$ cat src/rtl/wave_gen_pkg.sv
// rtl/wave_gen_pkg.sv - shared waveform mode encodings for the wave generator
package wave_gen_pkg;

  // Width of the waveform select field
  localparam int WAVE_MODE_W = 2;

  // Waveform select encodings
  localparam logic [WAVE_MODE_W-1:0] WAVE_TRI    = 2'd0;
  localparam logic [WAVE_MODE_W-1:0] WAVE_SAW_UP = 2'd1;
  localparam logic [WAVE_MODE_W-1:0] WAVE_SAW_DN = 2'd2;
  localparam logic [WAVE_MODE_W-1:0] WAVE_SQUARE = 2'd3;

endpackage

$ cat src/rtl/wave_tick_prescaler.sv
// rtl/wave_tick_prescaler.sv - free-running prescaler plus scale step counter
module wave_tick_prescaler
  import wave_gen_pkg::*;
#(
  parameter int PRESCALE_W = 6,
  parameter int SCALE_W    = 6
) (
  input  logic               sysclk,
  input  logic               rst,
  input  logic               clr,
  input  logic [SCALE_W-1:0] scale,
  output logic               step_en
);

  logic [PRESCALE_W-1:0] pre;
  logic [SCALE_W-1:0]    step;
  logic [SCALE_W-1:0]    step_limit;
  logic                  tick;
  logic                  step_done;

  // Tick decode and step completion; a zero scale behaves like one, and the
  // >= compare lets a shrinking scale finish the step on the next tick
  always_comb begin
    tick       = &pre;
    step_limit = (scale == '0) ? '0 : (scale - SCALE_W'(1));
    step_done  = (step >= step_limit);
    step_en    = tick & step_done & ~clr;
  end

  // Prescaler and step counter; clear wins over any coincident tick
  always_ff @(posedge sysclk) begin
    if (rst || clr) begin
      pre  <= '0;
      step <= '0;
    end else begin
      pre <= pre + PRESCALE_W'(1);
      if (tick) begin
        if (step_done) begin
          step <= '0;
        end else begin
          step <= step + SCALE_W'(1);
        end
      end
    end
  end

endmodule

$ cat src/rtl/wave_generator.sv
// rtl/wave_generator.sv - phase accumulator waveform generator feeding the PWM stage
module wave_generator
  import wave_gen_pkg::*;
#(
  parameter int WIDTH      = 6,
  parameter int PRESCALE_W = 6,
  parameter int SCALE_W    = 6
) (
  input  logic                   sysclk,
  input  logic                   rst,
  input  logic                   enable,
  input  logic [WAVE_MODE_W-1:0] mode,
  input  logic [SCALE_W-1:0]     scale,
  input  logic                   phase_clr,
  output logic [WIDTH-1:0]       duty_out,
  output logic                   period_start
);

  logic [WIDTH-1:0] phase;
  logic [WIDTH-1:0] shape;
  logic [WIDTH-2:0] phase_low;
  logic             phase_msb;
  logic             step_en;
  logic             wrap_pend;

  wave_tick_prescaler #(
    .PRESCALE_W (PRESCALE_W),
    .SCALE_W    (SCALE_W)
  ) u_prescaler (
    .sysclk  (sysclk),
    .rst     (rst),
    .clr     (phase_clr),
    .scale   (scale),
    .step_en (step_en)
  );

  // Shape mux: derive the selected waveform from the current phase
  always_comb begin
    phase_low = phase[WIDTH-2:0];
    phase_msb = phase[WIDTH-1];
    shape     = phase;
    case (mode)
      WAVE_TRI:    shape = phase_msb ? {~phase_low, 1'b0} : {phase_low, 1'b0};
      WAVE_SAW_UP: shape = phase;
      WAVE_SAW_DN: shape = ~phase;
      WAVE_SQUARE: shape = {WIDTH{~phase_msb}};
      default:     shape = phase;
    endcase
  end

  // Phase accumulator, wrapping naturally at 2^WIDTH
  always_ff @(posedge sysclk) begin
    if (rst || phase_clr) begin
      phase <= '0;
    end else if (step_en) begin
      phase <= phase + WIDTH'(1);
    end
  end

  // Wrap strobe, delayed one stage so it lines up with duty_out showing phase 0
  always_ff @(posedge sysclk) begin
    if (rst) begin
      wrap_pend    <= 1'b0;
      period_start <= 1'b0;
    end else begin
      wrap_pend    <= step_en & ~phase_clr & (&phase);
      period_start <= wrap_pend;
    end
  end

  // Output register with enable gating; counters run on regardless of enable
  always_ff @(posedge sysclk) begin
    if (rst) begin
      duty_out <= '0;
    end else begin
      duty_out <= enable ? shape : '0;
    end
  end

endmodule
$ cat config.mk
export PLATFORM = sky130hd
export DESIGN_NAME = wave_generator
export DESIGN_NICKNAME = d
export VERILOG_FILES = /design/src/rtl/wave_gen_pkg.sv /design/src/rtl/wave_tick_prescaler.sv /design/src/rtl/wave_generator.sv
export SDC_FILE = /design/constraint.sdc
export NUM_CORES = 1
export LEC_CHECK = 0
export ABC_AREA = 1
export BUFFER_PORTS_ARGS = -buffer_cell sky130_fd_sc_hd__clkbuf_2
export CORE_ASPECT_RATIO = 1.5
export CORE_MARGIN = 4
export CORE_UTILIZATION = 45
export CTS_CLUSTER_SIZE = 25
export DETAILED_ROUTE_END_ITERATION = 6
export PLACE_DENSITY_LB_ADDON = 0.12
export SLEW_MARGIN = 40
export SYNTH_ARGS = -nofsm -noshare
export SYNTH_HDL_FRONTEND = slang
export SYNTH_SLANG_ARGS = --single-unit
$ cat constraint.sdc
create_clock -name sysclk -period 1.7 [get_ports sysclk]
set_input_delay 0.17 -clock sysclk [delete_from_list [all_inputs] [get_ports sysclk]]
set_output_delay 0.17 -clock sysclk [all_outputs]
set_load 0.02 [all_outputs]
Yosys cells after proc, flatten, opt, wreduce, memory -nomap -nowiden
Cells that the tools add are included.
{"block": "classes", "addsub": 4, "bitwise_logic": 9, "magnitude_cmp": 1, "n_reduce_logical": 6, "eq_ne": 3, "n_mux": 4}
{"op": "6-bit one-hot mux with 4 select lines", "count": 1}
{"op": "6-bit by 1-bit adder with 6-bit output, second input constant", "count": 3}
{"op": "6-bit two-way mux", "count": 3}
{"op": "6-bit AND reduction", "count": 2}
{"op": "6-bit >= comparator", "count": 1}
{"op": "6-bit logical NOT", "count": 1}
{"op": "6-bit NOT", "count": 1}
{"op": "6-bit by 1-bit subtractor with 6-bit output, second input constant", "count": 1}
{"op": "5-bit NOT", "count": 1}
{"op": "1-bit AND", "count": 4}
{"op": "2-bit == test, second input constant", "count": 2}
{"op": "1-bit NOT", "count": 3}
{"op": "2-bit by 1-bit == test with 1-bit output, second input constant", "count": 1}
{"op": "2-bit logical NOT", "count": 1}
{"op": "2-bit OR reduction", "count": 1}
{"op": "1-bit logical OR", "count": 1}
{"block": "totals", "word_cells": 33, "regBits": 26, "output_inout_bits": 7, "in_bits": 12}

Depth between registers and ports, before layout
{"block": "logic_depth", "ltp_word": 7, "ltp_mapped": 18, "ltp_nobuf": 18}

Modules after synthesis
A second synthesis with hierarchy kept.
{"block": "unflattened", "hier_cells": 225, "hier_area_um2": 1510.2}
{"module": "wave_tick_prescaler", "seq_area_each_um2": 240.2, "cells_each": 115, "n_inst": 1, "area_per_inst_um2": 777.0}
{"module": "wave_generator", "seq_area_each_um2": 280.3, "cells_each": 110, "n_inst": 1, "area_per_inst_um2": 733.2}

Worst setup path before layout
No wires, ideal clock.
{"block": "synth_path", "path_type": "in2reg", "start": "input scale[0]", "end": "register u_prescaler.step[2]", "setup_time_ns": 0.080, "cell_stages": 14, "slack_ns": -0.142, "t_required_ns": 1.620, "n_path_buf": 0, "t_arrival_ns": 1.762, "path_cell_list": "inv_1 > ha_1 > nand2_1 > nor2_1 > nor3_1 > a21oi_1 > ha_1 > nand2_1 > inv_1 > a21oi_2 > nand2_2 > nand2_1 > nand2_2 > nor3b_1"}
{"block": "synth_via", "elab_chain_len": 4, "word_cells_on_any_way": 5, "cone_classes": "add/sub (1); order compare (1); mux (2); reduce/logical (1)"}
{"item": "start: declaration", "line": "wave_generator.sv:13", "rtl": "input logic [SCALE_W-1:0] scale,"}
{"item": "6-bit by 1-bit subtractor with 6-bit output or 6-bit logical NOT (tied branches)", "line": "wave_tick_prescaler.sv:25", "rtl": "step_limit = (scale == '0) ? '0 : (scale - SCALE_W'(1));"}
{"item": "6-bit two-way mux *", "line": "wave_tick_prescaler.sv:25"}
{"item": "6-bit >= comparator *", "line": "wave_tick_prescaler.sv:26", "rtl": "step_done = (step >= step_limit);"}
{"item": "6-bit two-way mux *", "line": "wave_tick_prescaler.sv:38", "rtl": "if (step_done) begin"}
{"item": "end signal: assignment", "line": "wave_tick_prescaler.sv:41", "rtl": "step <= step + SCALE_W'(1);"}
{"item": "end: declaration", "line": "wave_tick_prescaler.sv:16", "rtl": "logic [SCALE_W-1:0] step;"}
Mark *: on every way between the ends. The rest lies on a longest branch, timed or not.
A chain may end at the register's enable or synchronous reset.

Worst setup path in the final report
{"block": "layout_path", "start": "input scale[1]", "end": "register phase[2]"}
{"block": "layout_via", "elab_chain_len": 5, "word_cells_on_any_way": 6, "cone_classes": "add/sub (1); order compare (1); mux (1); bitwise (2); reduce/logical (1)"}
{"item": "6-bit by 1-bit subtractor with 6-bit output or 6-bit logical NOT (tied branches)", "line": "wave_tick_prescaler.sv:25"}
{"item": "6-bit two-way mux *", "line": "wave_tick_prescaler.sv:25"}
{"item": "6-bit >= comparator *", "line": "wave_tick_prescaler.sv:26"}
{"item": "1-bit AND * (2 in series)", "line": "wave_tick_prescaler.sv:27", "rtl": "step_en = tick & step_done & ~clr;"}
{"item": "end signal: assignment", "line": "wave_generator.sv:56", "rtl": "phase <= phase + WIDTH'(1);"}
{"item": "end: declaration", "line": "wave_generator.sv:19", "rtl": "logic [WIDTH-1:0] phase;"}
Marked as above.

==> results_dict.tcl <==
set metrics [dict create \
    vias 1445 \
    period_share_pct 94.6 \
    dieArea_um2 4460 \
    clock_path_buffers 2 \
    synth_largest_area_cell "dfxtp_1" \
    drv_slew 0 \
    critPathKind "input port to flop" \
    cts.hold.buffers_added 0 \
    drive_gt1_share_pct 25.5 \
    antenna_cells 0 \
    finalSetupViolations 0 \
    cp_slowest_cell "ha_1" \
    viasPerCell 4.97 \
    min-delay-path-class "input port to flop" \
    outcome "finished, final reports clean" \
    rsz0062_at_grt "yes" \
    critPathBufInv 4 \
    die_x_um 55.9 \
    drc_errors 0 \
    initial_utilization_pct 48.1 \
    path_cells "buf_6 -> inv_12 -> ha_4 -> nand2_4 -> nor2_4 -> nor3_2 -> a21oi_1 -> ha_1 -> nand2_1 -> inv_1 -> a21oi_2 -> nand2_4 -> buf_4 -> nand4_1 -> a21oi_2" \
    power_mw 1.27 \
    synth.most_common_cell "nand2_1" \
    wl_per_cell_um 11.3 \
    fillers 314 \
    reg2reg_slack_ns 0.14 \
    synth_edf_count 0 \
    core_area_um2 3220 \
    crit-reg2reg-capture "phase[3]$_SDFFE_PP0P_" \
    hold_depth 2 \
    clkSlewWorstSetupHoldPaths_ns 0.09 \
    tightest_slew_ns 0.405 \
    synth_top_area_share_pct 33.6 \
    die_height_um 79.9 \
    hp-start "rst" \
    fin_nets 275 \
    dp_hpwl_um 2590 \
    routed_wl_um 3290 \
    hold_end "period_start$_SDFF_PP0_" \
    yosysSeqAreaShare_pct 33.6 \
    synth.top_cells.by_count "nand2_1, inv_1, dfxtp_1" \
    syn-num-nets 245 \
    start_kind "input port" \
    antenna_found_initial 0 \
    numClockSinks 26 \
    max_freq_mhz 622 \
    grt_max_degree 16 \
    worst_slack_ns 0.0923 \
    finClkSkew_ns 0.00197 \
    worstPathArrival_ns 1.77 \
    pre_cts_ws_ns -0.308 \
    drt_first_pass_iters 4 \
    slowest_delay_ns 0.28 \
    r2r-start "u_prescaler.step[0]$_SDFFE_PP0P_" \
    drv_cap 0 \
    num_rows 25 \
    cpLargestDelayFamily "simple AND/OR/NAND/NOR gates" \
    clockRootBuffer "clkbuf_8" \
    worstSetupEndpointType "flop" \
    ant_nets 0 \
    grt_pass1_vias 1346 \
    fin_crit_ns 1.61 \
    grt.total_usage_pct 14.8 \
    cellPowerDensity_nw_per_um2 653 \
    reg2reg_depth 11 \
    ys_warn_count 0 \
    synth.distinct_cells 30 \
    grt_overflow 0 \
    synthArstFlopShare_pct 0 \
    avgSynthCellArea_um2 6.98 \
    power.leakage_nw 0.896 \
    gp_congestion 0.768 \
    ir_worst_vdd_mv 0.498 \
    ios 19 \
    grt_pass1_wl_um 5440 \
    hold_ws_ns 0.0790 \
    multiInputGateArea_um2 963 \
    synthTopCellsByArea "dfxtp_1, nand2_1, ha_1" \
    required_ns 1.86 \
    h-tree-depth 1 \
    maxSlewHeadroom_pct 72.9 \
    area_growth_pct 25.8 \
    ys_ff_latch 26 \
    port_buffers 18 \
    clk_latency_ns 0.27 \
    syn_inst 222 \
    yosys_most_used_dff "dfxtp_1" \
    cts_tree "yes" \
    numCtsBuffers 3 \
    ff_latch_area_um2 520 \
    synth_area_um2 1550 \
    finalHoldViolations 0 \
    drt_iter0_drc 42 \
    worstPathMaxFanout 5 \
]
cell families (layout without fill, tap and decap cells):
kind of cell	count (synthesis)	in the layout	synth area share, %
AND/OR/NAND/NOR	117	117	35.1
buffers and inverters	39	68	10.1
flip-flops	26	26	33.6
AO/OA/AOI/OAI	25	25	10.0
adder cells (fa/ha/maj)	11	11	8.89
XOR/XNOR	4	4	2.26
where the power goes:
part / leakage, nW / internal (mW) / switching (mW) / total (mW)
Sequential: 0.211 / 0.617 / 0.00312 / 0.620
Clock: 0.0357 / 0.315 / 0.196 / 0.511
Combinational: 0.650 / 0.0583 / 0.0835 / 0.142
per-stage QoR:
step / cells / instance area [um2] / utilization, % / TNS [ns]
final: 291 / 1950 / 60.5 / 0
after global routing: 291 / 1950 / 60.5 / -0.0655
after CTS: 289 / 1860 / 57.6 / 0
after detailed placement: 285 / 1780 / 55.2 / -3.32
after global placement: 285 / 1780 / 55.2 / -3.00
after floorplan: 222 / 1600 / - / -0.0442
worst max-delay path by stage:
| stage | from | cells past startpoint | to | slack (ns) |
|---|---|---|---|---|
| detailed placement | scale[1] | 15 | u_prescaler.step[1]$_SDFFE_PP0P_ | -0.31 |
| global placement | scale[1] | 18 | phase[5]$_SDFFE_PP0P_ | -0.27 |
| floorplan | scale[1] | 14 | u_prescaler.step[2]$_SDFFE_PP0P_ | -0.03 |
| finish | scale[1] | 15 | phase[2]$_SDFFE_PP0P_ | 0.09 |
| CTS | scale[1] | 18 | phase[3]$_SDFFE_PP0P_ | 0.0003 |
| global route | scale[0] | 18 | phase[3]$_SDFFE_PP0P_ | -0.03 |
registers in the layout (all words and copies together), names as in the netlist:
signal	count
duty_out	6
phase	6
u_prescaler.pre	6
u_prescaler.step	6
period_start	1
wrap_pend	1
cells in the final DEF, fill, tap and decap left out, drive strengths merged, types with 2 or more instances in the layout:
cell and count:
nand2 60, clkbuf 19, nand3 18, ha 11, a41oi 4, dfxtp 26, nand4 5, nor3b 2
o21bai 2, xor2 3, buf 12, nor3 6, inv 35, nor2 24, a21oi 12, o21ai 5
final cells by class:
type | count | share of cell area [%]
well taps | 40 | 2.57
clock inverters | 1 | 1.54
inverters | 36 | 7.96
repair buffers | 28 | 9.69
clock buffers | 3 | 2.12
multi-input cells | 157 | 49.4
flip-flops and latches | 26 | 26.7
repair_timing:
item,4_1_cts,5_1_grt
pin swaps,4,16
setup endpoints to repair,6,13
buffers inserted,0,2
resized for setup,2,25
worst reg2reg max path, delay by kind of cell (launching register included):
family / cells / cell delay [ns]
AO/OA/AOI/OAI: 1 / 0.17
adder cells (fa/ha/maj): 1 / 0.27
buffers and inverters: 3 / 0.24
flip-flops: 1 / 0.38
AND/OR/NAND/NOR: 6 / 0.42
per-layer routing:
| layer | vias up | GRT usage [%] | share of wire [%] |
|---|---|---|---|
| met5 | - | 0 | 0 |
| met4 | 0 | 4.99 | 0.88 |
| met3 | 2 | 1.62 | 1.7 |
| met2 | 9 | 30.1 | 59 |
| met1 | 663 | 15.4 | 39 |
| li1 | 771 | - | - |
No activity file was read; power rests on OpenSTA's default activity.
